[src/rtl/sprite_tile_fetcher.sv]
// Sprite tile fetcher: walks the matcher's active list once per scanline,
// reads one tilemap entry per horizontal tile and hands one draw command
// per tile to the line-buffer drawer.
module sprite_tile_fetcher #(
  parameter int TMAP_AW     = 18,
  parameter int TCNT_W      = 4,
  parameter int MAX_SPRITES = 512
) (
  input  logic               clk_draw,
  input  logic               rst_draw_n,
  input  logic               line,
  output logic [8:0]         sprite_index,
  input  logic               sprite_valid,
  input  logic [TMAP_AW-1:0] spr_tilemap_addr,
  input  logic               spr_x_flip,
  input  logic [TCNT_W-1:0]  spr_tile_count,
  input  logic [11:0]        spr_lb_addr,
  input  logic [17:0]        spr_bitmap_addr,
  output logic               tmap_req,
  output logic [TMAP_AW-1:0] tmap_addr,
  input  logic               tmap_ack,
  input  logic [15:0]        tmap_data,
  output logic               tile_valid,
  input  logic               tile_ready,
  output logic [11:0]        tile_lb_addr,
  output logic [17:0]        tile_bitmap_addr,
  output logic               tile_x_flip,
  output logic               tile_last,
  output logic               busy,
  output logic               overrun
);

  // One extra index bit so "all MAX_SPRITES entries consumed" is representable.
  localparam int IDX_W = $clog2(MAX_SPRITES) + 1;

  typedef enum logic [2:0] {
    ST_IDLE  = 3'd0,
    ST_SEL   = 3'd1,
    ST_LOAD  = 3'd2,
    ST_FETCH = 3'd3,
    ST_EMIT  = 3'd4,
    ST_DRAIN = 3'd5
  } state_e;

  state_e              state_q, state_d;

  logic [IDX_W-1:0]    idx_q;
  logic [TCNT_W-1:0]   k_q;
  logic [TCNT_W-1:0]   last_k_q;      // N-1, so N = 2^TCNT_W never overflows
  logic                flip_q;
  logic [11:0]         lb_q;
  logic [17:0]         bmp_q;
  logic [TMAP_AW-1:0]  tmap_addr_q;

  logic [11:0]         tile_lb_addr_q;
  logic [17:0]         tile_bitmap_addr_q;
  logic                tile_x_flip_q;
  logic                tile_last_q;

  logic                load_ok_s;
  logic                last_tile_s;
  logic                busy_s;
  logic                tmap_req_s;
  logic                tile_valid_s;
  logic                overrun_s;
  logic                load_take_s;
  logic                ack_take_s;
  logic                next_tile_s;
  logic                next_sprite_s;
  logic [TCNT_W-1:0]   tile_sel_s;
  logic [11:0]         lb_off_s;
  logic                unused_data_s;

  assign last_tile_s   = (k_q == last_k_q);
  assign load_ok_s     = sprite_valid && (idx_q < IDX_W'(MAX_SPRITES));
  assign unused_data_s = ^tmap_data[14:10];

  // State register.
  always_ff @(posedge clk_draw or negedge rst_draw_n) begin
    if (!rst_draw_n) begin
      state_q <= ST_IDLE;
    end else begin
      state_q <= state_d;
    end
  end

  // Next-state logic; a line pulse restarts any walk in progress.
  always_comb begin
    state_d = state_q;
    case (state_q)
      ST_IDLE: begin
        if (line) state_d = ST_SEL;
        else      state_d = ST_IDLE;
      end
      ST_SEL: begin
        if (line) state_d = ST_SEL;
        else      state_d = ST_LOAD;
      end
      ST_LOAD: begin
        if (line)           state_d = ST_SEL;
        else if (load_ok_s) state_d = ST_FETCH;
        else                state_d = ST_IDLE;
      end
      ST_FETCH: begin
        // An abandoned request still owes us an ack before we may restart.
        if (line) begin
          if (tmap_ack) state_d = ST_SEL;
          else          state_d = ST_DRAIN;
        end else if (tmap_ack) begin
          state_d = ST_EMIT;
        end else begin
          state_d = ST_FETCH;
        end
      end
      ST_EMIT: begin
        if (line) begin
          state_d = ST_SEL;
        end else if (tile_ready) begin
          if (last_tile_s) state_d = ST_SEL;
          else             state_d = ST_FETCH;
        end else begin
          state_d = ST_EMIT;
        end
      end
      ST_DRAIN: begin
        if (tmap_ack) state_d = ST_SEL;
        else          state_d = ST_DRAIN;
      end
      default: state_d = ST_IDLE;
    endcase
  end

  // Output decode and datapath strobes.
  always_comb begin
    busy_s        = (state_q != ST_IDLE);
    tmap_req_s    = (state_q == ST_FETCH) || (state_q == ST_DRAIN);
    tile_valid_s  = (state_q == ST_EMIT);
    overrun_s     = line && busy_s;
    load_take_s   = (state_q == ST_LOAD)  && !line && load_ok_s;
    ack_take_s    = (state_q == ST_FETCH) && !line && tmap_ack;
    next_tile_s   = (state_q == ST_EMIT)  && !line && tile_ready && !last_tile_s;
    next_sprite_s = (state_q == ST_EMIT)  && !line && tile_ready && last_tile_s;
  end

  // Screen-x tile slot: mirrored order when the sprite is flipped.
  always_comb begin
    if (flip_q) begin
      tile_sel_s = last_k_q - k_q;
    end else begin
      tile_sel_s = k_q;
    end
    lb_off_s = 12'({tile_sel_s, 4'b0000});
  end

  // Active-list walk index.
  always_ff @(posedge clk_draw or negedge rst_draw_n) begin
    if (!rst_draw_n) begin
      idx_q <= '0;
    end else if (line) begin
      idx_q <= '0;
    end else if (next_sprite_s) begin
      idx_q <= idx_q + IDX_W'(1);
    end
  end

  // Per-sprite fields and the tile counter / tilemap address walk.
  always_ff @(posedge clk_draw or negedge rst_draw_n) begin
    if (!rst_draw_n) begin
      k_q         <= '0;
      last_k_q    <= '0;
      flip_q      <= 1'b0;
      lb_q        <= 12'd0;
      bmp_q       <= 18'd0;
      tmap_addr_q <= '0;
    end else if (load_take_s) begin
      k_q         <= '0;
      last_k_q    <= spr_tile_count;
      flip_q      <= spr_x_flip;
      lb_q        <= spr_lb_addr;
      bmp_q       <= spr_bitmap_addr;
      tmap_addr_q <= spr_tilemap_addr;
    end else if (next_tile_s) begin
      k_q         <= k_q + TCNT_W'(1);
      tmap_addr_q <= tmap_addr_q + TMAP_AW'(1);
    end
  end

  // Draw command, captured when the tilemap entry arrives.
  always_ff @(posedge clk_draw or negedge rst_draw_n) begin
    if (!rst_draw_n) begin
      tile_lb_addr_q     <= 12'd0;
      tile_bitmap_addr_q <= 18'd0;
      tile_x_flip_q      <= 1'b0;
      tile_last_q        <= 1'b0;
    end else if (ack_take_s) begin
      tile_lb_addr_q     <= lb_q + lb_off_s;
      tile_bitmap_addr_q <= bmp_q + {8'd0, tmap_data[9:0]};
      tile_x_flip_q      <= flip_q ^ tmap_data[15];
      tile_last_q        <= last_tile_s;
    end
  end

  assign sprite_index     = 9'(idx_q);
  assign tmap_req         = tmap_req_s;
  assign tmap_addr        = tmap_addr_q;
  assign tile_valid       = tile_valid_s;
  assign tile_lb_addr     = tile_lb_addr_q;
  assign tile_bitmap_addr = tile_bitmap_addr_q;
  assign tile_x_flip      = tile_x_flip_q;
  assign tile_last        = tile_last_q;
  assign busy             = busy_s;
  assign overrun          = overrun_s;

endmodule
[config.mk]
export PLATFORM = sky130hd
export DESIGN_NAME = sprite_tile_fetcher
export DESIGN_NICKNAME = d
export VERILOG_FILES = /design/src/rtl/sprite_tile_fetcher.sv
export SDC_FILE = /design/constraint.sdc
export NUM_CORES = 1
export LEC_CHECK = 0
export BUFFER_PORTS_ARGS = -buffer_cell sky130_fd_sc_hd__buf_4
export CAP_MARGIN = 20
export CORE_UTILIZATION = 30
export DETAILED_ROUTE_END_ITERATION = 10
export PLACE_DENSITY = 0.57
export SYNTH_ARGS = -nofsm -noshare
export SYNTH_HDL_FRONTEND = slang
export SYNTH_SLANG_ARGS = --single-unit
[constraint.sdc]
create_clock -name clk_draw -period 3.7 [get_ports clk_draw]
set_input_delay 0.74 -clock clk_draw [delete_from_list [all_inputs] [get_ports clk_draw]]
set_output_delay 0.74 -clock clk_draw [all_outputs]
set_load 0.005 [all_outputs]
# Word-level counts from Yosys, hierarchy flattened
# Index checks and enable logic that the tools add are counted.
# op_classes
add_sub_neg	6
order_cmp	1
n_eq_ne	6
muxes	18
n_bitwise	1
reduce_logical	17
# ops
operator	n
$mux 18	2
$mux 10	2
$add 18x1->18 const B	1
$add 18x10->18	1
$pmux 3 s6	1
$mux 3	5
$add 12x8->12	1
$mux 4	3
$add 10x1->10 const B	1
$logic_and 1x1->1	10
$lt 10x10->1 const B	1
$mux 2	4
$eq 3x2->1 const B	2
$eq 3x3->1 const B	2
$add 4x1->4 const B	1
$eq 4x4->1	1
$reduce_bool 2->1	2
$sub 4x4->4	1
$eq 3x1->1 const B	1
$logic_not 3->1	1
$reduce_bool 3->1	1
$logic_not 1->1	2
$logic_or 1x1->1	1
$mux 1	1
$xor 1x1->1	1
# totals
register_bits	102
in_bits	75

# Depth between registers and ports, before layout
# Gate-level depths: netlist (run 1).
# depth
ltp_word	6
depth_mapped	14
depth_no_buf	14

# Worst setup path after synthesis (run 1)
# OpenSTA, ideal clock, no wires.
# synth_path
kind	register to register
from	register k_q[0]
to	register tile_lb_addr_q[11] (netlist: tile_lb_addr[11])
setup_time_ns	0.135
arrival_time_ns	2.351
path_slack_ns	1.214
stages_incl_launch_ff	13
path_buffers	0
period_less_slack_ns	2.486
cell_sequence	dfrtp_1 -> ha_1 -> inv_1 -> fa_1 -> nand2_1 -> o21ai_0 -> ha_1 -> a21o_1 -> a21oi_1 -> nor2b_1 -> o2111ai_1 -> xor2_1 -> o21ai_0
# synth_between
elab_chain_len	3
# synth_rtl
item	line	source
from (decl)	48	logic [TCNT_W-1:0] k_q;
from (signal assigned)	183	k_q <= k_q + TCNT_W'(1);
$sub 4x4->4	148	tile_sel_s = last_k_q - k_q;
$mux 4 *	147	if (flip_q) begin
$add 12x8->12 *	196	tile_lb_addr_q <= lb_q + lb_off_s;
to (signal assigned)	196	
to (decl)	55	logic [11:0] tile_lb_addr_q;
# Mark *: on every way between the ends. The rest lies on a longest branch, timed or not.
# A chain may end at the register's enable or synchronous reset.

# Final worst setup path (run 1)
# Ends and elaborated chain as after synthesis.

==> results of run 1 <==
-- state kept, by name, indices dropped and copies added (netlist names) --
register,cells
bmp_q,18
flip_q,1
idx_q,10
k_q,4
last_k_q,4
lb_q,12
state_q,3
tile_bitmap_addr,18
tile_last,1
tile_lb_addr,12
tile_x_flip,1
tmap_addr,18
-- cell families (layout without fill, tap and decap cells) --
group	count (synthesis)	in the layout	share of synthesized area [%]
AOI/OAI and AO/OA	109	109	12.1
xor gates and xnor gates	39	39	6.42
adders and majority gates	25	25	6.31
buffers and inverters	48	170	4.12
DFF	102	102	48.0
muxes	9	9	1.88
and+or+nand+nor	256	256	21.1
-- report_power, final --
part / switching (µW) / total (µW) / internal (µW)
logic: 896 / 1880 / 987
registers: 412 / 1970 / 1560
clock network: 454 / 989 / 535
-- through the flow --
stage | cells | utilization (%) | total power [µW] | setup slack [ps]
finish | 935 | 39.3 | 4850 | 938
global route | 935 | 39.3 | 5270 | 734
CTS | 935 | 39.3 | 4920 | 897
floorplan | 588 | - | 3080 | 1210
global placement | 919 | 37.5 | 3880 | 823
detailed placement | 919 | 37.5 | 3910 | 767
-- worst register-to-register path: stages, from the launching register on --
cell	delay [ps]
sky130_fd_sc_hd__dfrtp_1	450
sky130_fd_sc_hd__ha_1	230
sky130_fd_sc_hd__inv_1	80
sky130_fd_sc_hd__fa_1	410
sky130_fd_sc_hd__nand2_1	60
sky130_fd_sc_hd__o21ai_0	130
sky130_fd_sc_hd__ha_1	300
sky130_fd_sc_hd__a21o_1	170
sky130_fd_sc_hd__a21oi_1	210
sky130_fd_sc_hd__nor2b_1	90
sky130_fd_sc_hd__o2111ai_1	260
sky130_fd_sc_hd__xor2_1	160
sky130_fd_sc_hd__o21ai_0	80
-- area by class of cell --
type / count / area share [%]
clock buffer: 9 / 3.31
tap: 225 / 4.14
sequential: 102 / 37.5
clock inverter: 7 / 1.20
multi-input combinational: 438 / 37.5
inverter: 17 / 0.939
timing repair buffer: 137 / 15.3
-- layout by cell type, fill, tap and decap left out, types with 3 or more instances in the layout --
cell	synthesis	routed
sky130_fd_sc_hd__o311ai_0	4	4
sky130_fd_sc_hd__nand3_1	13	12
sky130_fd_sc_hd__a211oi_1	4	4
sky130_fd_sc_hd__dfrtp_1	102	102
sky130_fd_sc_hd__a21oi_1	27	27
sky130_fd_sc_hd__o31ai_1	3	3
sky130_fd_sc_hd__clkbuf_16	0	9
sky130_fd_sc_hd__ha_1	22	22
sky130_fd_sc_hd__xor2_1	21	21
sky130_fd_sc_hd__nand2b_1	3	3
sky130_fd_sc_hd__nand2_1	168	168
sky130_fd_sc_hd__clkinv_4	0	3
sky130_fd_sc_hd__or3_1	6	6
sky130_fd_sc_hd__nor2b_1	4	4
sky130_fd_sc_hd__xnor2_1	18	18
sky130_fd_sc_hd__inv_1	17	17
sky130_fd_sc_hd__nor3_1	7	7
sky130_fd_sc_hd__nand4_1	8	8
sky130_fd_sc_hd__buf_4	9	136
sky130_fd_sc_hd__mux2_2	8	8
sky130_fd_sc_hd__and3_1	8	7
sky130_fd_sc_hd__fa_1	3	3
sky130_fd_sc_hd__o21ai_0	47	47
sky130_fd_sc_hd__a21o_1	3	3
sky130_fd_sc_hd__o21bai_1	3	3
sky130_fd_sc_hd__a31oi_1	4	4
sky130_fd_sc_hd__nor2_1	32	32
-- metal layers --
layer	track usage [%]	up-vias
li1	-	2226
met1	20.7	2121
met2	24.1	75
met3	3.03	10
met4	4.99	0
met5	0	-
-- worst min-delay path by stage --
| stage | depth (start not counted) | slack, ps | end | from |
|---|---|---|---|---|
| detailed placement | 2 | 460 | lb_q[0] | lb_q[0] |
| finish | 1 | 400 | tmap_addr[16] | rst_draw_n |
| global route | 1 | 440 | tmap_addr[16] | rst_draw_n |
| CTS | 1 | 420 | tmap_addr[13] | rst_draw_n |
| floorplan | 0 | 440 | bmp_q[0] | rst_draw_n |
| global placement | 2 | 460 | lb_q[1] | lb_q[1] |
==> results.sh, run 1 <==
export IMPL_timing_critical_path_max_delay_family="adder cells"
export IMPL_finalClockSkew_ps=8.92
export IMPL_grt_pass1_wl_um=21600
export IMPL_critPathArrivalTime_ps=2980
export IMPL_p_leak_uw=0.00331
export IMPL_clk_latency_ps=350
export IMPL_dieArea_um2=18300
export IMPL_mappedNetlistArea_um2=5320
export IMPL_timing_rr_end="tile_lb_addr[11]"
export IMPL_routability_congestion=0.775
export IMPL_report_final_setup_viol=0
export IMPL_synth_top_cell_by_area="sky130_fd_sc_hd__dfrtp_1"
export IMPL_effective_utilization_at_floorplan_pct=30.7
export IMPL_max_cap_viol_count=0
export IMPL_clock_tree_from_tritoncts="yes"
export IMPL_placedInstanceArea_um2=6490
export IMPL_detail_route_wirelength_um=13100
export IMPL_critical_path_cell_count=12
export IMPL_synth_avg_cell_area_um2=9.04
export IMPL_route_vias_total=4432
export IMPL_crit_path_launch_type="flop"
export IMPL_power_density_cell_area_nw_per_um2=713
export IMPL_floorplan_core_area_um2=17300
export IMPL_grt_setup_unrepaired="no"
export IMPL_critical_path_cell_by_cell="ha_1, inv_1, fa_1, nand2_1, o21ai_0, ha_1, a21o_1, a21oi_1, nor2b_1, o2111ai_1, xor2_1, o21ai_0"
export IMPL_antenna_cells_inserted=0
export IMPL_worst_setup_path_endpoint="tile_lb_addr[11]"
export IMPL_tritoncts_buffers=9
export IMPL_drt_pass1_iterations=4
export IMPL_drtAntennaViolNets=0
export IMPL_num_io_pins=138
export IMPL_cts_hold_fix_buffers=0
export IMPL_ys_dominant_reg_cell="sky130_fd_sc_hd__dfrtp_1"
export IMPL_grt_pass1_vias=4208
export IMPL_synth_ff_latch_count=102
export IMPL_fmaxAchievable_mhz=362
export IMPL_track_usage_pct=15.2
export IMPL_synth_sequential_area_ratio_pct=48.0
export IMPL_initialDrtViolationCount=142
export IMPL_critPathRequiredTime_ps=3910
export IMPL_synth_top_cells_by_count="sky130_fd_sc_hd__nand2_1 (168), sky130_fd_sc_hd__dfrtp_1 (102), sky130_fd_sc_hd__o21ai_0 (47)"
export IMPL_crit_buf_inv=1
export IMPL_crit_path_start="k_q[0]"
export IMPL_total_number_of_nets_in_the_final_design=805
export IMPL_grt_overflow_total=0
export IMPL_r2r_start="k_q[0]"
export IMPL_worst_setup_path_type="reg -> reg"
export IMPL_holdCritPathClass="in -> async"
export IMPL_final_min_period_over_clock_period_pct=74.6
export IMPL_avgViaCountPerCell=4.74
export IMPL_tritoncts_num_sinks=102
export IMPL_synth_cells=588
export IMPL_post_cts_resized=0
export IMPL_critical_path_max_fanout=5
export IMPL_drc_viols=0
export IMPL_layout_min_cycle_time_ps=2760
export IMPL_detailed_placement_hpwl_um=9250
export IMPL_ctsHtreeMaxLevel=3
export IMPL_reg2regPathDepth=12
export IMPL_status="completed"
export IMPL_area_growth_syn_to_fin_pct=27.8
export IMPL_die_height_um=135
export IMPL_postLayoutCellArea_um2=6800
export IMPL_route_detailed_wl_per_inst_um=14.0
export IMPL_floorplan_die_width_um=135
export IMPL_slew_viol_final=0
export IMPL_cp_slowest_stage_delay_ps=450
export IMPL_synth_edf_count=0
export IMPL_grt_antenna_before_repair=0
export IMPL_hold_worst_slack_ps=402
export IMPL_timing_critical_path_slowest_stage_cell="sky130_fd_sc_hd__dfrtp_1"
export IMPL_dominant_cells_by_area_after_synthesis="sky130_fd_sc_hd__dfrtp_1 (48%), sky130_fd_sc_hd__nand2_1 (12%), sky130_fd_sc_hd__ha_1 (5.2%), sky130_fd_sc_hd__o21ai_0 (4.4%), sky130_fd_sc_hd__xor2_1 (3.5%)"
export IMPL_post_synth_top_count_cell="sky130_fd_sc_hd__nand2_1"
export IMPL_worst_setup_path_end_kind="flop"
export IMPL_routedLengthMet1_um=6200
export IMPL_port_buffers=132
export IMPL_ir_worst_vdd_mv=0.321
export IMPL_synth_top_area_share_pct=48.0
export IMPL_postCtsSetupRepairBufs=0
export IMPL_hold_violations=0
export IMPL_seqCellArea_um2=2550
export IMPL_cts_root_buf="sky130_fd_sc_hd__clkbuf_16"
export IMPL_multi_input_comb_area_um2=2550
export IMPL_reg2reg_setup_slack_ps=940
export IMPL_dr_wl_met3_um=412
export IMPL_timing_slew_headroom_pct=53.4
export IMPL_yosysWarnings=0
export IMPL_dr_max_layer_used="met4"
export IMPL_pin_slew_with_the_least_headroom_to_its_limit_ps=696
export IMPL_routed_wl_met2_um=6260
export IMPL_std_cell_rows=48
export IMPL_cts_reportedPaths_clkPinSlew_ps=70
export IMPL_timing_setup_tns_ps=0
export IMPL_grt_start_max_net_pins=58
export IMPL_asyncSetResetFlopFracSynth_pct=100
export IMPL_fillCellCount=1768
export IMPL_ctsLongestPathBuffers=2
export IMPL_final_layout_size_suffix_gt1_share_pct=23.7
export IMPL_post_synth_num_cell_types=45
export IMPL_postSynthNetCount=688
No activity file was read; power rests on OpenSTA's default activity.
==> run 2: changes to the inputs <==
--- a/config.mk
+++ b/config.mk
@@ -5,11 +5,12 @@
 export SDC_FILE = /design/constraint.sdc
 export NUM_CORES = 1
 export LEC_CHECK = 0
+export ABC_AREA = 1
 export BUFFER_PORTS_ARGS = -buffer_cell sky130_fd_sc_hd__buf_4
 export CAP_MARGIN = 20
 export CORE_UTILIZATION = 30
 export DETAILED_ROUTE_END_ITERATION = 10
-export PLACE_DENSITY = 0.57
+export PLACE_DENSITY = 0.58
 export SYNTH_ARGS = -nofsm -noshare
 export SYNTH_HDL_FRONTEND = slang
 export SYNTH_SLANG_ARGS = --single-unit
==> constraint.sdc (replaced) <==
create_clock -name clk_draw -period 2.3 [get_ports clk_draw]
set_input_delay 0.46 -clock clk_draw [delete_from_list [all_inputs] [get_ports clk_draw]]
set_output_delay 0.46 -clock clk_draw [all_outputs]
set_load 0.005 [all_outputs]
==> results.sh, run 2 <==
export IMPL_status="finished with violations"
export IMPL_violated_checks="negative setup slack"
export IMPL_multi_input_comb_area_um2=2940
export IMPL_synth_top_cells_by_count="sky130_fd_sc_hd__nand2_1 (265), sky130_fd_sc_hd__dfrtp_1 (102), sky130_fd_sc_hd__inv_1 (68)"
export IMPL_drt_pass1_iterations=4
export IMPL_post_route_util_pct=40.2
export IMPL_hold_violations=0
export IMPL_final_cell_mix="sky130_fd_sc_hd__nand2_1 (261), sky130_fd_sc_hd__buf_4 (145), sky130_fd_sc_hd__dfrtp_1 (102)"
export IMPL_setup_ws_ps=-20.4
export IMPL_post_synth_num_cell_types=39
export IMPL_synth_avg_cell_area_um2=7.52
export IMPL_finalClockSkew_ps=6.63
export IMPL_postSynthNetCount=876
export IMPL_layout_min_cycle_time_ps=2320
export IMPL_total_number_of_nets_in_the_final_design=1004
export IMPL_synth_top_area_share_pct=43.7
export IMPL_ys_dominant_reg_cell="sky130_fd_sc_hd__dfrtp_1"
export IMPL_pin_slew_with_the_least_headroom_to_its_limit_ps=842
export IMPL_tritoncts_buffers=9
export IMPL_critical_path_max_fanout=2
export IMPL_worst_setup_path_end_kind="flop"
export IMPL_grt_start_max_net_pins=66
export IMPL_synth_sequential_area_ratio_pct=43.7
export IMPL_timing_slew_headroom_pct=43.8
export IMPL_track_usage_pct=16.6
export IMPL_report_final_setup_viol=1
export IMPL_yosysWarnings=0
export IMPL_placedCellCount=1150
export IMPL_floorplan_die_width_um=141
export IMPL_cts_reportedPaths_clkPinSlew_ps=80
export IMPL_synth_top_cell_by_area="sky130_fd_sc_hd__dfrtp_1"
export IMPL_drc_viols=0
export IMPL_critPathArrivalTime_ps=2540
export IMPL_holdCritPathClass="in -> async"
export IMPL_synth_ff_latch_count=102
export IMPL_grt_setup_unrepaired="yes"
export IMPL_tritoncts_num_sinks=102
export IMPL_detail_route_wirelength_um=16000
export IMPL_grt_pass1_wl_um=26200
export IMPL_final_min_period_over_clock_period_pct=101
export IMPL_route_detailed_wl_per_inst_um=13.7
export IMPL_route_vias_total=5368
export IMPL_layout_cells_non_filler=1169
export IMPL_dieArea_um2=20000
export IMPL_ctsLongestPathBuffers=2
export IMPL_grt_overflow_total=0
export IMPL_critPathRequiredTime_ps=2520
export IMPL_port_buffers=132
export IMPL_worst_setup_path_type="reg -> reg"
export IMPL_std_cell_rows=50
export IMPL_fillCellCount=2006
export IMPL_crit_path_launch_type="flop"
export IMPL_detailed_placement_hpwl_um=11500
export IMPL_max_cap_viol_count=0
export IMPL_reg2reg_setup_slack_ps=-20
export IMPL_dp_worst_slack_ps=-190
export IMPL_drtAntennaViolNets=0
export IMPL_mappedNetlistArea_um2=5840
export IMPL_routability_congestion=0.812
export IMPL_antenna_cells_inserted=0
export IMPL_clock_tree_from_tritoncts="yes"
export IMPL_synth_cells=776
export IMPL_asyncSetResetFlopFracSynth_pct=100
export IMPL_grt_pass1_vias=5174
export IMPL_layout_cells_most_common="sky130_fd_sc_hd__nand2_1"
export IMPL_num_io_pins=138
export IMPL_p_leak_uw=0.00374
export IMPL_slew_viol_final=0
export IMPL_power_density_cell_area_nw_per_um2=1220
export IMPL_initialDrtViolationCount=263
export IMPL_seqCellArea_um2=2550
export IMPL_avgViaCountPerCell=4.59
export IMPL_grt_antenna_before_repair=0
export IMPL_dominant_cells_by_area_after_synthesis="sky130_fd_sc_hd__dfrtp_1 (44%), sky130_fd_sc_hd__nand2_1 (17%), sky130_fd_sc_hd__nand3_1 (4.8%), sky130_fd_sc_hd__ha_1 (4.7%), sky130_fd_sc_hd__inv_1 (4.4%)"
export IMPL_area_growth_syn_to_fin_pct=30.1
export IMPL_post_synth_top_count_cell="sky130_fd_sc_hd__nand2_1"
export IMPL_ctsHtreeMaxLevel=3
export IMPL_die_height_um=141
export IMPL_ir_worst_vdd_mv=0.415
export IMPL_cts_root_buf="sky130_fd_sc_hd__clkbuf_16"
export IMPL_synth_edf_count=0
export IMPL_timing_setup_tns_ps=-20.4
export IMPL_clk_latency_ps=360
export IMPL_effective_utilization_at_floorplan_pct=30.9
export IMPL_fmaxAchievable_mhz=431
export IMPL_final_layout_size_suffix_gt1_share_pct=23.1
export IMPL_floorplan_core_area_um2=18900
-- run 2: cell types whose count changed in the layout (fill, tap and decap cells not counted), moves of 7 or more --
cell | before | now
sky130_fd_sc_hd__a21oi_1 | 27 | 14
sky130_fd_sc_hd__and3_1 | 7 | 0
sky130_fd_sc_hd__buf_4 | 136 | 145
sky130_fd_sc_hd__inv_1 | 17 | 65
sky130_fd_sc_hd__inv_2 | 0 | 13
sky130_fd_sc_hd__mux2_2 | 8 | 0
sky130_fd_sc_hd__nand2_1 | 168 | 261
sky130_fd_sc_hd__nand3_1 | 12 | 53
sky130_fd_sc_hd__nor2_1 | 32 | 56
sky130_fd_sc_hd__o21ai_0 | 47 | 37
sky130_fd_sc_hd__o21ai_1 | 0 | 29
sky130_fd_sc_hd__xnor2_1 | 18 | 8
sky130_fd_sc_hd__xor2_1 | 21 | 12
-- run 2: logic make-up (layout without fill, tap and decap cells) --
group | after synthesis | after routing | synth area share [%]
AOI/OAI and AO/OA | 105 | 105 | 9.69
xor gates and xnor gates | 21 | 21 | 3.15
adders and majority gates | 25 | 25 | 5.75
buffers and inverters | 110 | 243 | 8.25
DFF | 102 | 102 | 43.7
and+or+nand+nor | 413 | 413 | 29.4
-- run 2: metal layers --
metal / share of wire [%] / up-vias / global-route usage (%)
met5: 0 / - / 0
met4: 1.1 / 0 / 4.58
met3: 4.8 / 14 / 3.54
met2: 47 / 112 / 27.4
met1: 47 / 2496 / 22.1
li1: - / 2746 / -
-- run 2: worst max-delay path, cell delays in order (launching register included) --
cell and delay, ps:
sky130_fd_sc_hd__dfrtp_1 370, sky130_fd_sc_hd__inv_2 80, sky130_fd_sc_hd__ha_4 140, sky130_fd_sc_hd__inv_2 40, sky130_fd_sc_hd__fa_2 520, sky130_fd_sc_hd__nand2_2 50
sky130_fd_sc_hd__o21ai_2 80, sky130_fd_sc_hd__inv_1 70, sky130_fd_sc_hd__fa_2 360, sky130_fd_sc_hd__o21ai_2 200, sky130_fd_sc_hd__nand2_1 80, sky130_fd_sc_hd__xor2_1 130
sky130_fd_sc_hd__o21ai_1 70
-- run 2: cell type report --
cell class	count	share of cell area, %
clock buffer	9	2.97
timing repair buffer	148	15.1
inverter	79	3.91
sequential	102	33.6
clock inverter	7	1.35
multi-input combinational	564	38.7
tap	260	4.28
-- run 2: power breakdown --
part	internal [µW]	switching (µW)	total (µW)	leakage, µW
Clock	971	763	1730	0.000157
Sequential	2560	710	3270	0.00129
Combinational	2050	2200	4250	0.00229
-- run 2: final timing paths --
check,startpoint,end,cells after the start
hold reg to reg,tile_bitmap_addr[0],tile_bitmap_addr[0],2
max in group asynchronous,rst_draw_n,tmap_addr[11],2
setup / recovery,last_k_q[0],tile_lb_addr[10],12
setup reg to reg,last_k_q[0],tile_lb_addr[10],12
hold / removal,rst_draw_n,lb_q[0],1
min in group clk_draw,spr_lb_addr[9],lb_q[9],3
-- run 2: what timing repair did --
item | CTS | global route
pin swaps | 8 | 9
setup endpoints to repair | 5 | 6
buffers inserted | 1 | 2
hold buffers | 0 | 0
gates resized for setup | 11 | 19
-- run 2: per-stage QoR --
stage / hold slack (ps) / total power (µW) / area (µm²)
after floorplan: 164 / 5470 / 5840
after global placement: 445 / 7050 / 7110
after detailed placement: 444 / 7110 / 7110
after CTS: 41.8 / 9000 / 7470
after global routing: 62.1 / 10100 / 7590
final: 43.2 / 9260 / 7590
==> run 3: changes to the inputs <==
--- a/config.mk
+++ b/config.mk
@@ -10,6 +10,7 @@
 export CAP_MARGIN = 20
 export CORE_UTILIZATION = 30
 export DETAILED_ROUTE_END_ITERATION = 10
+export MAX_ROUTING_LAYER = met4
 export PLACE_DENSITY = 0.58
 export SYNTH_ARGS = -nofsm -noshare
 export SYNTH_HDL_FRONTEND = slang
==> results.sh, run 3 (synthesized netlist as in run 2, its figures left out) <==
export IMPL_tritoncts_num_sinks=102
export IMPL_critical_path_max_fanout=2
export IMPL_cts_hold_fix_buffers=0
export IMPL_detailed_placement_hpwl_um=11500
export IMPL_holdCritPathClass="in -> async"
export IMPL_clock_tree_from_tritoncts="yes"
export IMPL_hold_violations=0
export IMPL_ctsHtreeMaxLevel=3
export IMPL_reg2reg_setup_slack_ps=-20
export IMPL_final_layout_size_suffix_gt1_share_pct=23.1
export IMPL_reg2regPathDepth=12
export IMPL_route_vias_total=5361
export IMPL_routability_congestion=0.828
export IMPL_status="finished with violations"
export IMPL_std_cell_rows=50
export IMPL_hold_worst_slack_ps=44.6
export IMPL_fmaxAchievable_mhz=431
export IMPL_floorplan_core_area_um2=18900
export IMPL_final_min_period_over_clock_period_pct=101
export IMPL_cts_reportedPaths_clkPinSlew_ps=80
export IMPL_drt_pass1_iterations=4
export IMPL_global_route_usage_met3_pct=3.37
export IMPL_ir_worst_vdd_mv=0.415
export IMPL_final_cell_mix="sky130_fd_sc_hd__nand2_1 (261), sky130_fd_sc_hd__buf_4 (145), sky130_fd_sc_hd__dfrtp_1 (102)"
export IMPL_layout_min_cycle_time_ps=2320
export IMPL_die_height_um=141
export IMPL_power_density_cell_area_nw_per_um2=1220
export IMPL_ctsLongestPathBuffers=2
export IMPL_drc_viols=0
export IMPL_total_number_of_nets_in_the_final_design=1004
export IMPL_tritoncts_buffers=9
export IMPL_grt_setup_unrepaired="yes"
export IMPL_num_io_pins=138
export IMPL_grt_start_max_net_pins=66
export IMPL_critPathRequiredTime_ps=2520
export IMPL_grt_antenna_before_repair=0
export IMPL_drtAntennaViolNets=0
export IMPL_grt_overflow_total=0
export IMPL_area_growth_syn_to_fin_pct=30.1
export IMPL_detail_route_wirelength_um=16000
export IMPL_floorplan_die_width_um=141
export IMPL_crit_path_launch_type="flop"
export IMPL_grt_pass1_wl_um=26200
export IMPL_initialDrtViolationCount=253
export IMPL_clk_latency_ps=360
export IMPL_setup_ws_ps=-20.5
export IMPL_r2r_start="last_k_q[0]"
export IMPL_busiest_layer="met2"
export IMPL_dieArea_um2=20000
export IMPL_antenna_cells_inserted=0
export IMPL_post_route_util_pct=40.2
export IMPL_max_cap_viol_count=0
export IMPL_track_usage_pct=17.1
export IMPL_report_final_setup_viol=1
export IMPL_worst_setup_path_end_kind="flop"
export IMPL_timing_rr_end="tile_lb_addr[10]"
export IMPL_critPathArrivalTime_ps=2540
export IMPL_dp_worst_slack_ps=-190
export IMPL_timing_slew_headroom_pct=43.5
export IMPL_port_buffers=132
export IMPL_pin_slew_with_the_least_headroom_to_its_limit_ps=846
export IMPL_finalClockSkew_ps=6.72
export IMPL_cts_root_buf="sky130_fd_sc_hd__clkbuf_16"
export IMPL_slew_viol_final=0
export IMPL_effective_utilization_at_floorplan_pct=30.9
export IMPL_p_leak_uw=0.00374
export IMPL_grt_pass1_vias=5172
export IMPL_worst_setup_path_type="reg -> reg"
export IMPL_global_route_usage_met1_pct=22.2
export IMPL_route_detailed_wl_per_inst_um=13.7
export IMPL_layout_cells_most_common="sky130_fd_sc_hd__nand2_1"
export IMPL_violated_checks="negative setup slack"
export IMPL_avgViaCountPerCell=4.59
export IMPL_global_route_met2_usage_pct=27.4
==> run 3: layer usage <==
metal  share of wire [%]  up-vias
met3                 4.5       14
met4                 1.2        0
met5                   0        -
li1                    -     2750
met2                  47      111
met1                  47     2486
==> run 3: worst max-delay path, stage by stage, from the launching register on <==
cell and delay (ps):
sky130_fd_sc_hd__dfrtp_1 370, sky130_fd_sc_hd__inv_2 80, sky130_fd_sc_hd__ha_4 140, sky130_fd_sc_hd__inv_2 40, sky130_fd_sc_hd__fa_2 520, sky130_fd_sc_hd__nand2_2 50
sky130_fd_sc_hd__o21ai_2 80, sky130_fd_sc_hd__inv_1 70, sky130_fd_sc_hd__fa_2 360, sky130_fd_sc_hd__o21ai_2 200, sky130_fd_sc_hd__nand2_1 80, sky130_fd_sc_hd__xor2_1 130
sky130_fd_sc_hd__o21ai_1 70
==> run 3: stage by stage <==
| stage | total power (µW) | TNS (ps) | cell area, µm² | std cells |
|---|---|---|---|---|
| CTS | 9000 | -10.7 | 7470 | 1167 |
| floorplan | 5470 | 0 | 5840 | 776 |
| finish | 9260 | -20.5 | 7590 | 1169 |
| global route | 10100 | -435 | 7590 | 1169 |
| detailed placement | 7110 | -427 | 7110 | 1150 |
| global placement | 7050 | -290 | 7110 | 1150 |
==> run 3: what timing repair did <==
item                                    CTS  global route
endpoints found under the setup margin    5             6
buffers inserted                          1             2
gates resized for setup                  11            19
endpoints found under the hold margin     0             0
pin swaps                                 8             9
==> run 3: area by class of cell <==
| class | instances | area [µm²] |
|---|---|---|
| fillers | 2006 | 11300 |
| multi-input cells | 564 | 2940 |
| flip-flops and latches | 102 | 2550 |
| repair buffers | 148 | 1150 |
| well taps | 260 | 325 |
| inverters | 79 | 297 |
| clock buffers | 9 | 225 |
| clock inverters | 7 | 103 |
==> run 3: worst max-delay path by stage <==
stage / start / end / slack (ps) / cells past startpoint
floorplan: last_k_q[0] / tile_lb_addr[10] / 30 / 12
global placement: last_k_q[0] / tile_lb_addr[10] / -160 / 12
finish: last_k_q[0] / tile_lb_addr[10] / -20 / 12
detailed placement: last_k_q[0] / tile_lb_addr[10] / -190 / 12
CTS: last_k_q[0] / tile_lb_addr[10] / -10 / 12
global route: last_k_q[0] / tile_lb_addr[10] / -130 / 12
==> run 3: where the power goes <==
| part | switching (µW) | leakage [µW] | internal, µW |
|---|---|---|---|
| Sequential | 713 | 0.00129 | 2560 |
| Combinational | 2200 | 0.00229 | 2050 |
| Clock | 761 | 0.000157 | 971 |
